===== src/rtl/board_updater.sv =====
// Places a stone for the player to move (or clears the board) by read-modify-write
// over a single-port style memory interface with a combinational read path.
module board_updater #(
    parameter int SIZE          = 16,
    parameter int DEPTH         = 64,
    parameter int PLAYER0_START = 1,
    parameter int PLAYER1_START = 10,
    parameter int TURN_ADDR     = 28,
    parameter int ROWS          = 9,
    parameter int COLS          = 9,
    localparam int AW           = $clog2(DEPTH)
) (
    input  logic            clk,
    input  logic            rst,
    input  logic            place_valid,
    input  logic [3:0]      place_row,
    input  logic [3:0]      place_col,
    output logic            place_ready,
    input  logic            clear_req,
    output logic [AW-1:0]   raddr,
    input  logic [SIZE-1:0] read_data,
    output logic [AW-1:0]   waddr,
    output logic [SIZE-1:0] write_data,
    output logic            write_en,
    output logic            done,
    output logic            accepted,
    output logic [2:0]      dbg_state
);

    typedef enum logic [2:0] {
        IDLE    = 3'd0,
        RD_TURN = 3'd1,
        RD_P0   = 3'd2,
        RD_P1   = 3'd3,
        WR_CELL = 3'd4,
        WR_TURN = 3'd5,
        CLEAR   = 3'd6,
        DONE    = 3'd7
    } state_t;

    localparam logic [AW-1:0] P0_A   = AW'(PLAYER0_START);
    localparam logic [AW-1:0] P1_A   = AW'(PLAYER1_START);
    localparam logic [AW-1:0] TURN_A = AW'(TURN_ADDR);

    state_t          state, state_n;
    logic [AW-1:0]   cnt;
    logic [SIZE-1:0] turn_q, w0, w1;
    logic [3:0]      row_q, col_q;
    logic            acc_q;
    logic            bad_coord;
    logic            occupied;
    logic [SIZE-1:0] col_mask;

    // Handshake: a place request transfers on a clk edge where place_valid && place_ready;
    // place_row/place_col must be stable with place_valid, and the request is consumed once.
    assign bad_coord = (32'(place_row) >= ROWS) || (32'(place_col) >= COLS);
    assign col_mask  = SIZE'(1) << col_q;
    // In RD_P1 the player-1 word is still on read_data, so test it before it lands in w1.
    assign occupied  = ((w0 | read_data) & col_mask) != '0;
    assign dbg_state = state;
    assign accepted  = acc_q && !rst;

    always_ff @(posedge clk) begin
        if (rst) state <= IDLE;
        else     state <= state_n;
    end

    always_comb begin
        state_n = state;
        case (state)
            IDLE: begin
                if (clear_req)        state_n = CLEAR;
                else if (place_valid) state_n = bad_coord ? DONE : RD_TURN;
            end
            RD_TURN: state_n = RD_P0;
            RD_P0:   state_n = RD_P1;
            RD_P1:   state_n = occupied ? DONE : WR_CELL;
            WR_CELL: state_n = WR_TURN;
            WR_TURN: state_n = DONE;
            CLEAR:   state_n = (cnt == TURN_A) ? DONE : CLEAR;
            DONE:    state_n = IDLE;
            default: state_n = IDLE;
        endcase
    end

    always_comb begin
        place_ready = 1'b0;
        raddr       = TURN_A;
        waddr       = '0;
        write_data  = '0;
        write_en    = 1'b0;
        done        = 1'b0;
        if (!rst) begin
            case (state)
                IDLE:  place_ready = !clear_req;
                RD_P0: raddr = P0_A + AW'(row_q);
                RD_P1: raddr = P1_A + AW'(row_q);
                WR_CELL: begin
                    write_en   = 1'b1;
                    waddr      = (turn_q[0] ? P1_A : P0_A) + AW'(row_q);
                    write_data = (turn_q[0] ? w1 : w0) | col_mask;
                end
                WR_TURN: begin
                    write_en   = 1'b1;
                    waddr      = TURN_A;
                    write_data = turn_q ^ SIZE'(1);
                end
                CLEAR: begin
                    write_en = 1'b1;
                    waddr    = cnt;
                end
                DONE:    done = 1'b1;
                default: ;
            endcase
        end
    end

    always_ff @(posedge clk) begin
        if (rst) begin
            cnt    <= '0;
            turn_q <= '0;
            w0     <= '0;
            w1     <= '0;
            row_q  <= '0;
            col_q  <= '0;
            acc_q  <= 1'b0;
        end else begin
            case (state)
                IDLE: begin
                    if (clear_req) begin
                        cnt <= P0_A;
                    end else if (place_valid) begin
                        row_q <= place_row;
                        col_q <= place_col;
                        if (bad_coord) acc_q <= 1'b0;
                    end
                end
                RD_TURN: turn_q <= read_data;
                RD_P0:   w0 <= read_data;
                RD_P1: begin
                    w1 <= read_data;
                    if (occupied) acc_q <= 1'b0;
                end
                WR_TURN: acc_q <= 1'b1;
                CLEAR: begin
                    cnt <= cnt + AW'(1);
                    if (cnt == TURN_A) acc_q <= 1'b1;
                end
                default: ;
            endcase
        end
    end

endmodule

===== config.mk =====
export PLATFORM = sky130hd
export DESIGN_NAME = board_updater
export DESIGN_NICKNAME = d
export VERILOG_FILES = /design/src/rtl/board_updater.sv
export SDC_FILE = /design/constraint.sdc
export NUM_CORES = 1
export LEC_CHECK = 0
export ABC_AREA = 1
export CORE_MARGIN = 5
export CORE_UTILIZATION = 35
export CTS_CLUSTER_SIZE = 10
export DETAILED_ROUTE_END_ITERATION = 12
export GPL_ROUTABILITY_DRIVEN = 0
export PLACE_DENSITY_LB_ADDON = 0.05
export RECOVER_POWER = 100
export SYNTH_ARGS = -nofsm -noshare
export SYNTH_HDL_FRONTEND = slang
export SYNTH_SLANG_ARGS = --single-unit
export TNS_END_PERCENT = 50

===== constraint.sdc =====
create_clock -name clk -period 6.95 [get_ports clk]
set_input_delay 1.7375 -clock clk [delete_from_list [all_inputs] [get_ports clk]]
set_output_delay 1.7375 -clock clk [all_outputs]
set_load 0.05 [all_outputs]

# Yosys cells after proc, flatten, opt, wreduce, memory -nomap -nowiden
# Index checks and enable logic that the tools add are counted.
# totals
reg_bits	66
inputBits	28
out_inout_bits	35
elab_cells	75
# classes
add_sub_neg	4
magnitude_cmp	2
eq_ne	15
shift	1
n_mux	28
n_bitwise	5
reduce_logical	12
# op_table
operator	count
$mux W16	2
$or A16 B16 Y16	2
$pmux W16 S2	1
$pmux W3 S8	1
$pmux W6 S3	1
$and A16 B16 Y16	1
$reduce_bool A16 Y1	1
$shl A1 B4 Y16 const A	1
$eq A3 B3 Y1 const B	4
$mux W1	12
$mux W6	2
$ne A2 B2 Y1 const B	6
$pmux W6 S2	1
$pmux W5 S2	1
$mux W3	3
$ge A4 B4 Y1 const B	2
$add A6 B1 Y6 const B	1
$eq A3 B2 Y1 const B	2
$eq A6 B5 Y1 const B	1
$reduce_and A6 Y1	1
$add A1 B4 Y5 const A	1
$add A4 B4 Y5	1
$add A4 B4 Y5 const A	1
$mux W5	1
other kinds (15)	17

# Depth between registers and ports, before layout
# Gate-level depths: netlist of the first run.
# depth
word_depth	6
ltp_mapped	14
depth_no_buf	13

# Worst setup path after synthesis of the first run
# No wires, ideal clock.
# synth_timing
path_type	input -> output
startpoint	input rst
endpoint	output write_en
arrival_ps	2843
required_ps	5213
path_slack_ps	2370
stages	4
cell_sequence	inv_1 > buf_1 > nand2_1 > nor2_1
# synth_via
elab_chain_len	1
# synth_lines
item	line_no	rtl
from (decl)	14	input logic rst,
$mux W1	93	if (!rst) begin
to (decl)	24	output logic write_en,
# Every way passes these cells.

# Final worst setup path of the first run
# layout_timing
startpoint	input rst
endpoint	output write_data[15]
# layout_via
elab_chain_len	1
# layout_lines
item	line_no	rtl
$mux W16	93	
to (decl)	23	output logic [SIZE-1:0] write_data,
# Every way passes these cells.

==> results of run 1 <==
[cells by family (layout without fill, tap and decap cells)]
group	Yosys count	in the layout	share of synthesized area
flip-flops	66	66	0.356
adder cells (fa/ha/maj)	8	8	0.0290
AND/OR/NAND/NOR	231	231	0.268
AO/OA/AOI/OAI	156	156	0.231
buffers and inverters	99	149	0.113
other	1	1	0.00101
XOR/XNOR	1	1	0.00236
[area by class of cell]
cell class,count,area share
flip-flops and latches,66,0.291
multi-input cells,397,0.433
well taps,136,0.0375
repair buffers,67,0.140
clock buffers,10,0.0281
clock inverters,6,0.0149
inverters,66,0.0551
[report_power, final]
| group | internal [mW] | switching, mW |
|---|---|---|
| logic | 0.218 | 0.470 |
| registers | 0.487 | 0.0832 |
| clock network | 0.166 | 0.157 |
[per-layer routing]
| layer | track usage | share of wire |
|---|---|---|
| met1 | 0.218 | 0.47 |
| met2 | 0.306 | 0.48 |
| met3 | 0.0326 | 0.040 |
| met4 | 0.0337 | 0.0071 |
| met5 | 0 | 0 |
[stage by stage]
step	std cells	setup WS [ps]	area [sq um]	power [mW]
final	748	913	4540	1.58
after global routing	748	684	4540	1.72
after CTS	748	1360	4570	1.62
after detailed placement	732	1360	4380	1.29
after global placement	732	1390	4380	1.28
after floorplan	562	2370	3710	1.09
[worst min path at each step]
stage | startpoint | end | slack, ps | cells after the start
2_1_floorplan | turn_q[10] | turn_q[10] | 420 | 2
3_3_place_gp | turn_q[4] | turn_q[4] | 430 | 2
3_5_place_dp | turn_q[1] | turn_q[1] | 440 | 2
4_1_cts | turn_q[1] | turn_q[1] | 450 | 2
5_1_grt | turn_q[9] | turn_q[9] | 470 | 2
6_report | turn_q[9] | turn_q[9] | 450 | 2
[cell usage in the layout, fill, tap and decap left out, drive strengths merged]
master | netlist | layout
clkbuf | 19 | 14
nand3 | 17 | 17
buf | 14 | 4
a311oi | 1 | 1
xnor2 | 1 | 1
nor4 | 1 | 1
o21ai | 59 | 59
clkinv | 0 | 3
inv | 66 | 66
a22oi | 1 | 1
o221ai | 1 | 1
or2 | 2 | 2
a211oi | 1 | 1
dlygate4sd3 | 0 | 33
clkinvlp | 0 | 2
a31oi | 2 | 2
a221oi | 2 | 2
clkdlybuf4s50 | 0 | 26
nor2 | 102 | 102
ha | 7 | 7
dfxtp | 66 | 66
nand2 | 93 | 93
o211ai | 17 | 17
a21oi | 68 | 68
fa | 1 | 1
bufinv | 0 | 1
o31ai | 2 | 2
nor3 | 6 | 6
conb | 1 | 1
nand4 | 10 | 10
o22ai | 2 | 2
[registers in the layout, indices dropped and copies added (netlist names)]
register and flops:
turn_q 16, w0 16, w1 16, cnt 6
col_q 4, row_q 4, dbg_state 3, acc_q 1
[critical path, cell delays in order]
cell	delay (ps)
dlygate4sd3_1	890
clkbuf_1	740
a21oi_1	120
dlygate4sd3_1	810
==> impl_results.html, run 1 <==
<table>
<tr><th>Metric</th><th>Value</th></tr>
<tr><th colspan="2">STA</th></tr>
<tr><td>Measured slew at the worst slew-check pin</td><td>2420 ps</td></tr>
<tr><td>Number of hold-slack violations in the final timing report</td><td>0</td></tr>
<tr><td>Post-Route Hold Slack</td><td>446 ps</td></tr>
<tr><td>RSZ-0062 raised after global routing</td><td>no</td></tr>
<tr><td>Fin crit share</td><td>0.869</td></tr>
<tr><td>Minimum clock period after layout</td><td>6040 ps</td></tr>
<tr><td>Setup skew after layout</td><td>10.4 ps</td></tr>
<tr><td>Finish-stage setup viols</td><td>0</td></tr>
<tr><td>Setup TNS</td><td>0 ps</td></tr>
<tr><td>Final slew viol count</td><td>62</td></tr>
<tr><td>Highest Clock Rate</td><td>0.166 GHz</td></tr>
<tr><td>Worst slew slack as a fraction of its limit</td><td>-0.611</td></tr>
<tr><th colspan="2">Setup path</th></tr>
<tr><td>R2r worst-path depth</td><td>8</td></tr>
<tr><td>Origin of the critical flop-to-flop path</td><td>dbg_state[2]</td></tr>
<tr><td>Worst Setup Path Type</td><td>input pin to primary output</td></tr>
<tr><td>Critical path data arrival time</td><td>4300 ps</td></tr>
<tr><td>Setup slack of the most critical reg-to-reg path</td><td>4740 ps</td></tr>
<tr><td>CP Launch Point</td><td>rst</td></tr>
<tr><td>Critical R2R Capture</td><td>acc_q</td></tr>
<tr><td>Worst Path Max Fanout</td><td>21</td></tr>
<tr><td>Required time reported for the critical path endpoint</td><td>5210 ps</td></tr>
<tr><td>Nature of the critical path startpoint</td><td>input pin</td></tr>
<tr><td>Category of the worst setup path capture point</td><td>primary output</td></tr>
<tr><td>End of the critical path</td><td>write_data[15]</td></tr>
<tr><th colspan="2">Yosys</th></tr>
<tr><td>Area of the mapped netlist</td><td>0.00371 sq mm</td></tr>
<tr><td>Share of async-settable or async-resettable flops after synthesis</td><td>0</td></tr>
<tr><td>Yosys warns</td><td>0</td></tr>
<tr><td>Count of flip-flops with a built-in enable after synthesis</td><td>0</td></tr>
<tr><td>Commonest cells in the synthesized netlist</td><td>nor2_1 (97), nand2_1 (91), a21oi_1 (68)</td></tr>
<tr><td>Ranking of synthesized cells by area</td><td>dfxtp_1 (36%), nor2_1 (9.8%), nand2_1 (9.2%), a21oi_1 (9.2%), o21ai_0 (7.8%)</td></tr>
<tr><td>Yosys top cell area share</td><td>0.356</td></tr>
<tr><td>Average size of a mapped cell</td><td>6.60 sq um</td></tr>
<tr><td>Synthesized netlist cell count</td><td>562</td></tr>
<tr><td>Cell type contributing the most total cell area after synthesis</td><td>dfxtp_1</td></tr>
<tr><td>Post-synth top flop</td><td>dfxtp_1</td></tr>
<tr><td>Most instantiated library cell after synthesis</td><td>nor2_1</td></tr>
<tr><td>Distinct cell type count after synthesis</td><td>40</td></tr>
<tr><td>Sequential element share of the synthesized area</td><td>0.356</td></tr>
<tr><td>Yosys reg bits</td><td>66</td></tr>
<tr><td>Synthesized Nets</td><td>598</td></tr>
<tr><th colspan="2">CTS</th></tr>
<tr><td>Clock-pin slew reported for the worst setup and hold paths after clock tree synthesis</td><td>80 ps</td></tr>
<tr><td>CTS tree</td><td>built</td></tr>
<tr><td>Max Buffers Root-to-Sink</td><td>2</td></tr>
<tr><td>Clock buffers created by TritonCTS</td><td>9</td></tr>
<tr><td>Clock latency at the later pin of the worst-skew pair</td><td>340 ps</td></tr>
<tr><td>CTS Root Buffer Type</td><td>clkbuf_8</td></tr>
<tr><td>Count of hold-fix buffers inserted at cts</td><td>0</td></tr>
<tr><td>Number of post-CTS setup repair buffers</td><td>0</td></tr>
<tr><td>Sinks on Clock Net</td><td>66</td></tr>
<tr><td>H-tree level count</td><td>3</td></tr>
<tr><td>CTS resizes</td><td>0</td></tr>
<tr><th colspan="2">Global routing</th></tr>
<tr><td>Antenna violations before repair</td><td>0</td></tr>
<tr><td>Vias in the first global route</td><td>3631</td></tr>
<tr><td>Largest net degree at the start of global routing</td><td>62</td></tr>
<tr><td>First-pass GRT wire length</td><td>18.1 mm</td></tr>
<tr><td>Gr usage total</td><td>0.172</td></tr>
<tr><td>Grt total ovfl</td><td>0</td></tr>
<tr><th colspan="2">Finish</th></tr>
<tr><td>Layout filler cell count</td><td>1107</td></tr>
<tr><td>Combined area of the multi-input logic cells</td><td>0.00197 sq mm</td></tr>
<tr><td>Fraction of final layout cells with drive strength greater than 1</td><td>0.0686</td></tr>
<tr><td>Post-layout nets</td><td>643</td></tr>
<tr><td>Count of antenna diodes in the layout</td><td>0</td></tr>
<tr><td>Area added between synthesis and finish</td><td>22.4%</td></tr>
<tr><td>Final core occ</td><td>0.440</td></tr>
<tr><td>FF+latch area</td><td>0.00132 sq mm</td></tr>
<tr><th colspan="2">Floorplanning</th></tr>
<tr><td>Chip Height</td><td>113 microns</td></tr>
<tr><td>Area of the die</td><td>0.0128 sq mm</td></tr>
<tr><td>Area of the core</td><td>0.0103 sq mm</td></tr>
<tr><td>Chip width</td><td>113 microns</td></tr>
<tr><td># rows</td><td>37</td></tr>
<tr><td>Initial core utilization</td><td>0.359</td></tr>
<tr><td># IOs</td><td>63</td></tr>
<tr><th colspan="2">Status</th></tr>
<tr><td>Run status</td><td>finished, violations left</td></tr>
<tr><td>Violations in the final reports</td><td>capacitance limit, slew limit</td></tr>
<tr><th colspan="2">Detailed routing</th></tr>
<tr><td>Total Routed Length</td><td>10.7 mm</td></tr>
<tr><td>Detailed router's first-iteration violation count</td><td>224</td></tr>
<tr><td>Routed wirelength normalized by instance count</td><td>14.3 microns</td></tr>
<tr><td>Average vias per placed instance</td><td>4.96</td></tr>
<tr><td>Number of vias after detailed routing</td><td>3712</td></tr>
<tr><td>Final antenna-violating net count</td><td>0</td></tr>
<tr><td>Detailed-router iteration count before antenna repair</td><td>4</td></tr>
<tr><td>DRC violations left</td><td>0</td></tr>
<tr><th colspan="2">Placed design</th></tr>
<tr><td>HPWL Detailed</td><td>7.61 mm</td></tr>
<tr><td>Number of port buffers</td><td>61</td></tr>
<tr><th colspan="2">Run</th></tr>
<tr><td>Max-capacitance violation count</td><td>1</td></tr>
<tr><th colspan="2">Power and ir drop</th></tr>
<tr><td>PD cells</td><td>348 mW/mm^2</td></tr>
<tr><td>Worst voltage drop across the vdd grid</td><td>173 uV</td></tr>
<tr><td>Leakage power</td><td>1.78 nW</td></tr>
<tr><th colspan="2">Min path</th></tr>
<tr><td>Hold Path Class</td><td>flop to flop</td></tr>
</table>
No activity file was read; power rests on OpenSTA's default activity.
==> run 2, diff against run 1 <==
- REMOVE_ABC_BUFFERS: not set -> 1
- clock period: 6.95 -> 7.4 ns (I/O delays scaled with it)
==> impl_results.html, run 2 (synthesized netlist as in run 1, its figures left out) <==
<table>
<tr><th>Metric</th><th>Value</th></tr>
<tr><th colspan="2">Status</th></tr>
<tr><td>Run status</td><td>finished, violations left</td></tr>
<tr><td>Violations in the final reports</td><td>capacitance limit, slew limit</td></tr>
<tr><th colspan="2">Finish</th></tr>
<tr><td>Commonest cells after routing, fill and taps aside</td><td>nor2_1 (97), nand2_1 (91), a21oi_1 (68)</td></tr>
<tr><td>Post-layout nets</td><td>644</td></tr>
<tr><td>Final Non-Filler Cells</td><td>749</td></tr>
<tr><td>Final design area excluding fillers</td><td>0.00457 sq mm</td></tr>
<tr><td>Count of antenna diodes in the layout</td><td>0</td></tr>
<tr><td>Leading registers by flop count</td><td>turn_q (16), w0 (16), w1 (16)</td></tr>
<tr><td>Fraction of final layout cells with drive strength greater than 1</td><td>0.0718</td></tr>
<tr><td>Final core occ</td><td>0.443</td></tr>
<tr><td>Most common cell after layout, fill and taps aside</td><td>nor2_1</td></tr>
<tr><td>Area added between synthesis and finish</td><td>23.3%</td></tr>
<tr><th colspan="2">STA</th></tr>
<tr><td>Minimum clock period after layout</td><td>5900 ps</td></tr>
<tr><td>Fin crit share</td><td>0.798</td></tr>
<tr><td>Setup skew after layout</td><td>10.7 ps</td></tr>
<tr><td>Highest Clock Rate</td><td>0.169 GHz</td></tr>
<tr><td>Final WS setup</td><td>1500 ps</td></tr>
<tr><td>Worst slew slack as a fraction of its limit</td><td>-0.620</td></tr>
<tr><td>Post-Route Hold Slack</td><td>445 ps</td></tr>
<tr><td>Final slew viol count</td><td>62</td></tr>
<tr><td>RSZ-0062 raised after global routing</td><td>no</td></tr>
<tr><td>Finish-stage setup viols</td><td>0</td></tr>
<tr><td>Measured slew at the worst slew-check pin</td><td>2430 ps</td></tr>
<tr><td>Number of hold-slack violations in the final timing report</td><td>0</td></tr>
<tr><td>Setup TNS</td><td>0 ps</td></tr>
<tr><th colspan="2">Floorplanning</th></tr>
<tr><td># IOs</td><td>63</td></tr>
<tr><td># rows</td><td>37</td></tr>
<tr><td>Chip width</td><td>113 microns</td></tr>
<tr><td>Area of the core</td><td>0.0103 sq mm</td></tr>
<tr><td>Initial core utilization</td><td>0.359</td></tr>
<tr><td>Area of the die</td><td>0.0128 sq mm</td></tr>
<tr><td>Chip Height</td><td>113 microns</td></tr>
<tr><th colspan="2">Placed design</th></tr>
<tr><td>Number of port buffers</td><td>61</td></tr>
<tr><td>Instance area at placement</td><td>0.00437 sq mm</td></tr>
<tr><td>Number of cells in the design after placement</td><td>733</td></tr>
<tr><td>HPWL Detailed</td><td>7.46 mm</td></tr>
<tr><td>Pre-CTS setup slack</td><td>1520 ps</td></tr>
<tr><th colspan="2">Setup path</th></tr>
<tr><td>Kind of cell with the highest combined delay on the critical path</td><td>buffers and inverters</td></tr>
<tr><td>Category of the worst setup path capture point</td><td>primary output</td></tr>
<tr><td>Cell chain of the critical path</td><td>dlygate4sd3_1 -&gt; buf_4 -&gt; a21oi_1 -&gt; dlygate4sd3_1</td></tr>
<tr><td>Nature of the critical path startpoint</td><td>input pin</td></tr>
<tr><td>Critical path data arrival time</td><td>4050 ps</td></tr>
<tr><td>R2r worst-path depth</td><td>8</td></tr>
<tr><td>Worst Path Max Fanout</td><td>16</td></tr>
<tr><td>WP buf/inv</td><td>3</td></tr>
<tr><td>Biggest cell delay along the critical path</td><td>1010 ps</td></tr>
<tr><td>Cell repeated most along the worst path</td><td>dlygate4sd3_1</td></tr>
<tr><td>Required time reported for the critical path endpoint</td><td>5550 ps</td></tr>
<tr><td>Origin of the critical flop-to-flop path</td><td>dbg_state[2]</td></tr>
<tr><td>Critical R2R Capture</td><td>acc_q</td></tr>
<tr><td>Worst Setup Path Type</td><td>input pin to primary output</td></tr>
<tr><td>Setup slack of the most critical reg-to-reg path</td><td>5200 ps</td></tr>
<tr><td>Critical-path cell with the highest stage delay</td><td>dlygate4sd3_1</td></tr>
<tr><th colspan="2">Detailed routing</th></tr>
<tr><td>DRC violations left</td><td>0</td></tr>
<tr><td>Routed wirelength normalized by instance count</td><td>14.5 microns</td></tr>
<tr><td>Number of vias after detailed routing</td><td>3722</td></tr>
<tr><td>Total Routed Length</td><td>10.9 mm</td></tr>
<tr><td>Detailed-router iteration count before antenna repair</td><td>4</td></tr>
<tr><td>Detailed router's first-iteration violation count</td><td>234</td></tr>
<tr><td>Final antenna-violating net count</td><td>0</td></tr>
<tr><td>Average vias per placed instance</td><td>4.97</td></tr>
<tr><th colspan="2">Global routing</th></tr>
<tr><td>Layer with the highest usage after global routing</td><td>met2</td></tr>
<tr><td>Largest net degree at the start of global routing</td><td>62</td></tr>
<tr><td>Met2 track utilization from global routing</td><td>0.283</td></tr>
<tr><td>GRT met3 Usage</td><td>0.0326</td></tr>
<tr><td>Gr usage total</td><td>0.177</td></tr>
<tr><td>Vias in the first global route</td><td>3577</td></tr>
<tr><td>First-pass GRT wire length</td><td>18.3 mm</td></tr>
<tr><td>Antenna violations before repair</td><td>0</td></tr>
<tr><td>M1 GR Usage</td><td>0.249</td></tr>
<tr><td>Grt total ovfl</td><td>0</td></tr>
<tr><th colspan="2">Power and ir drop</th></tr>
<tr><td>PD cells</td><td>334 mW/mm^2</td></tr>
<tr><td>Proportion of power drawn by combinational gates</td><td>0.426</td></tr>
<tr><td>Worst voltage drop across the vdd grid</td><td>119 uV</td></tr>
<tr><td>Total power</td><td>1.53 mW</td></tr>
<tr><td>Portion of total power attributed to the clock network</td><td>0.224</td></tr>
<tr><td>Sw Ratio</td><td>0.441</td></tr>
<tr><td>Leakage power</td><td>1.81 nW</td></tr>
<tr><td>Pint</td><td>0.854 mW</td></tr>
<tr><td>Switching power</td><td>0.674 mW</td></tr>
<tr><td>Proportion of power drawn by flip-flops and latches</td><td>0.351</td></tr>
<tr><th colspan="2">CTS</th></tr>
<tr><td>CTS Root Buffer Type</td><td>clkbuf_8</td></tr>
<tr><td>Max Buffers Root-to-Sink</td><td>2</td></tr>
<tr><td>Sinks on Clock Net</td><td>66</td></tr>
<tr><td>CTS resizes</td><td>0</td></tr>
<tr><td>CTS tree</td><td>built</td></tr>
<tr><td>Count of hold-fix buffers inserted at cts</td><td>0</td></tr>
<tr><td>Clock-pin slew reported for the worst setup and hold paths after clock tree synthesis</td><td>70 ps</td></tr>
<tr><td>Clock buffers created by TritonCTS</td><td>9</td></tr>
<tr><td>H-tree level count</td><td>3</td></tr>
<tr><td>Clock latency at the later pin of the worst-skew pair</td><td>350 ps</td></tr>
<tr><td>Number of post-CTS setup repair buffers</td><td>0</td></tr>
<tr><th colspan="2">Min path</th></tr>
<tr><td>Source of the worst hold timing path</td><td>turn_q[4]</td></tr>
<tr><td>Cells on Worst Hold Path</td><td>2</td></tr>
<tr><td>Hold Path Class</td><td>flop to flop</td></tr>
<tr><td>Hold Crit Endpoint</td><td>turn_q[4]</td></tr>
<tr><th colspan="2">Run</th></tr>
<tr><td>Max-capacitance violation count</td><td>1</td></tr>
</table>
## run 2: routing by layer
metal  wire, microns  vias up
li1                -     1934
met1            5310     1693
met2            4950       86
met5               0        -
met4             104        0
met3             490        9
## run 2: worst max-delay path by stage
| stage | endpoint | slack [ps] | startpoint | cells past startpoint |
|---|---|---|---|---|
| floorplan | write_en | 2210 | rst | 3 |
| finish | write_data[6] | 1500 | rst | 4 |
| global placement | write_data[13] | 1550 | rst | 4 |
| CTS | write_data[6] | 1520 | rst | 4 |
| global route | raddr[3] | 1340 | rst | 4 |
| detailed placement | write_data[11] | 1520 | rst | 4 |
## run 2: worst reg2reg max path, delay by kind of cell, from the launching register on
| family | cells | cell delay (ps) |
|---|---|---|
| compound gates | 2 | 300 |
| buf+inv | 2 | 350 |
| flops | 1 | 580 |
| simple gates | 4 | 900 |
## run 2: cell type report
class / count / area, sq um
Multi-Input combinational cell: 397 / 1970
Inverter: 66 / 250
Fill cell: 1096 / 5750
Tap cell: 136 / 170
Clock buffer: 10 / 128
Sequential cell: 66 / 1320
Clock inverter: 6 / 90.1
Timing Repair Buffer: 68 / 647
## run 2: power groups by stage
stage               Sequential, mW  Clock [mW]  Combinational (mW)
floorplan                    0.562           0               0.429
global route                 0.552       0.365               0.729
CTS                          0.536       0.348               0.670
finish                       0.536       0.341               0.650
detailed placement           0.543           0               0.668
global placement             0.541           0               0.659
==> run 3, diff against run 2 <==
- clock period: 7.4 -> 5.05 ns (I/O delays scaled with it)
==> impl_results.html, run 3 (synthesized netlist as in run 1, its figures left out) <==
<table>
<tr><th>Metric</th><th>Value</th></tr>
<tr><th colspan="2">Status</th></tr>
<tr><td>Run status</td><td>finished, final reports clean</td></tr>
<tr><th colspan="2">STA</th></tr>
<tr><td>Measured slew at the worst slew-check pin</td><td>990 ps</td></tr>
<tr><td>Setup TNS</td><td>0 ps</td></tr>
<tr><td>Worst slew slack as a fraction of its limit</td><td>0.337</td></tr>
<tr><td>Fin crit share</td><td>0.846</td></tr>
<tr><td>RSZ-0062 raised after global routing</td><td>no</td></tr>
<tr><td>Highest Clock Rate</td><td>0.234 GHz</td></tr>
<tr><td>Final slew viol count</td><td>0</td></tr>
<tr><td>Setup skew after layout</td><td>5.28 ps</td></tr>
<tr><td>Number of hold-slack violations in the final timing report</td><td>0</td></tr>
<tr><td>Final WS setup</td><td>780 ps</td></tr>
<tr><td>Finish-stage setup viols</td><td>0</td></tr>
<tr><td>Minimum clock period after layout</td><td>4270 ps</td></tr>
<tr><th colspan="2">Setup path</th></tr>
<tr><td>WP buf/inv</td><td>3</td></tr>
<tr><td>Category of the worst setup path capture point</td><td>primary output</td></tr>
<tr><td>Worst Path Max Fanout</td><td>11</td></tr>
<tr><td>Critical path data arrival time</td><td>3010 ps</td></tr>
<tr><td>Biggest cell delay along the critical path</td><td>800 ps</td></tr>
<tr><td>Critical-path cell with the highest stage delay</td><td>nor2_1</td></tr>
<tr><td>Worst Setup Path Type</td><td>flop to primary output</td></tr>
<tr><td>Nature of the critical path startpoint</td><td>flop</td></tr>
<tr><td>Kind of cell with the highest combined delay on the critical path</td><td>buffers and inverters</td></tr>
<tr><td>Cell chain of the critical path</td><td>inv_1 -&gt; nor2_1 -&gt; clkbuf_1 -&gt; nand2_1 -&gt; a21oi_1 -&gt; buf_4</td></tr>
<tr><td>Required time reported for the critical path endpoint</td><td>3790 ps</td></tr>
<tr><th colspan="2">Global routing</th></tr>
<tr><td>Largest net degree at the start of global routing</td><td>62</td></tr>
<tr><td>Grt total ovfl</td><td>0</td></tr>
<tr><td>First-pass GRT wire length</td><td>18.1 mm</td></tr>
<tr><td>Antenna violations before repair</td><td>0</td></tr>
<tr><td>Vias in the first global route</td><td>3536</td></tr>
<tr><td>Gr usage total</td><td>0.177</td></tr>
<tr><th colspan="2">Finish</th></tr>
<tr><td>Area added between synthesis and finish</td><td>20.3%</td></tr>
<tr><td>Fraction of final layout cells with drive strength greater than 1</td><td>0.0897</td></tr>
<tr><td>Most common cell after layout, fill and taps aside</td><td>nor2_1</td></tr>
<tr><td>FF+latch area</td><td>0.00132 sq mm</td></tr>
<tr><td>Leading registers by flop count</td><td>turn_q (16), w0 (16), w1 (16)</td></tr>
<tr><td>Final design area excluding fillers</td><td>0.00446 sq mm</td></tr>
<tr><td>Commonest cells after routing, fill and taps aside</td><td>nor2_1 (97), nand2_1 (91), a21oi_1 (68)</td></tr>
<tr><td>Count of antenna diodes in the layout</td><td>0</td></tr>
<tr><td>Post-layout nets</td><td>645</td></tr>
<tr><td>Combined area of the multi-input logic cells</td><td>0.00197 sq mm</td></tr>
<tr><td>Layout filler cell count</td><td>1123</td></tr>
<tr><th colspan="2">Placed design</th></tr>
<tr><td>HPWL Detailed</td><td>7.74 mm</td></tr>
<tr><td>Instance area at placement</td><td>0.00433 sq mm</td></tr>
<tr><td>Pre-CTS setup slack</td><td>1050 ps</td></tr>
<tr><td>Number of port buffers</td><td>61</td></tr>
<tr><th colspan="2">CTS</th></tr>
<tr><td>CTS resizes</td><td>0</td></tr>
<tr><td>CTS tree</td><td>built</td></tr>
<tr><td>Count of hold-fix buffers inserted at cts</td><td>0</td></tr>
<tr><td>Clock buffers created by TritonCTS</td><td>9</td></tr>
<tr><td>Sinks on Clock Net</td><td>66</td></tr>
<tr><td>Number of post-CTS setup repair buffers</td><td>0</td></tr>
<tr><td>H-tree level count</td><td>3</td></tr>
<tr><td>Clock latency at the later pin of the worst-skew pair</td><td>340 ps</td></tr>
<tr><td>Max Buffers Root-to-Sink</td><td>2</td></tr>
<tr><td>CTS Root Buffer Type</td><td>clkbuf_8</td></tr>
<tr><td>Clock-pin slew reported for the worst setup and hold paths after clock tree synthesis</td><td>70 ps</td></tr>
<tr><th colspan="2">Floorplanning</th></tr>
<tr><td>Initial core utilization</td><td>0.359</td></tr>
<tr><td># IOs</td><td>63</td></tr>
<tr><td>Chip Height</td><td>113 microns</td></tr>
<tr><td>Chip width</td><td>113 microns</td></tr>
<tr><td>Area of the core</td><td>0.0103 sq mm</td></tr>
<tr><td>Area of the die</td><td>0.0128 sq mm</td></tr>
<tr><td># rows</td><td>37</td></tr>
<tr><th colspan="2">Detailed routing</th></tr>
<tr><td>Routed wirelength normalized by instance count</td><td>14.7 microns</td></tr>
<tr><td>DRC violations left</td><td>0</td></tr>
<tr><td>Number of vias after detailed routing</td><td>3711</td></tr>
<tr><td>Total Routed Length</td><td>11.0 mm</td></tr>
<tr><td>Detailed router's first-iteration violation count</td><td>215</td></tr>
<tr><td>Final antenna-violating net count</td><td>0</td></tr>
<tr><td>Average vias per placed instance</td><td>4.95</td></tr>
<tr><td>Detailed-router iteration count before antenna repair</td><td>4</td></tr>
<tr><th colspan="2">Power and ir drop</th></tr>
<tr><td>Worst voltage drop across the vdd grid</td><td>182 uV</td></tr>
<tr><td>Leakage power</td><td>1.72 nW</td></tr>
<tr><td>PD cells</td><td>510 mW/mm^2</td></tr>
<tr><th colspan="2">Run</th></tr>
<tr><td>Max-capacitance violation count</td><td>0</td></tr>
<tr><th colspan="2">Min path</th></tr>
<tr><td>Hold Path Class</td><td>flop to flop</td></tr>
</table>
==> run 3: changes by cell type in the layout (fill, tap and decap cells not counted), sizes merged <==
| cell | previous run | this run |
|---|---|---|
| buf | 6 | 18 |
| bufinv | 2 | 3 |
| clkbuf | 13 | 31 |
| clkinv | 2 | 1 |
| dlygate4sd3 | 33 | 4 |
| inv | 67 | 66 |
==> run 3: routing by layer <==
layer,global-route usage,share of wire
met5,0,0
met4,0.0457,0.0085
met3,0.0342,0.039
met2,0.285,0.46
met1,0.244,0.49
==> run 3: final timing paths <==
kind / start / to / slack (ps) / cells after the start
worst min-delay path: turn_q[4] / turn_q[4] / 450 / 2
worst max-delay path: dbg_state[2] / write_data[0] / 780 / 6
worst min register to register: turn_q[4] / turn_q[4] / 450 / 2
worst max register to register: dbg_state[2] / dbg_state[2] / 2660 / 5
==> run 3: final cells by class <==
class / count / area share
multi-input combinational: 397 / 0.441
sequential: 66 / 0.296
timing repair buffer: 69 / 0.115
inverter: 66 / 0.0561
tap: 136 / 0.0381
clock buffer: 10 / 0.0308
clock inverter: 5 / 0.0230
==> run 3: tightest hold or removal path, cell delays in order, from the launching register on <==
cell and delay, ps:
dfxtp_1 310, inv_1 40, a21oi_1 50
==> run 3: metrics by stage <==
step	power, mW	utilization	hold WS (ps)	cells
floorplan	1.45	-	426	529
global placement	1.76	0.419	432	734
detailed placement	1.78	0.419	437	734
CTS	2.33	0.443	450	749
global route	2.45	0.432	462	749
finish	2.28	0.432	445	749
==> run 3: where the power goes <==
group | switching [mW] | total [mW] | internal (mW)
Clock | 0.213 | 0.551 | 0.338
Combinational | 0.655 | 0.941 | 0.286
Sequential | 0.114 | 0.784 | 0.670
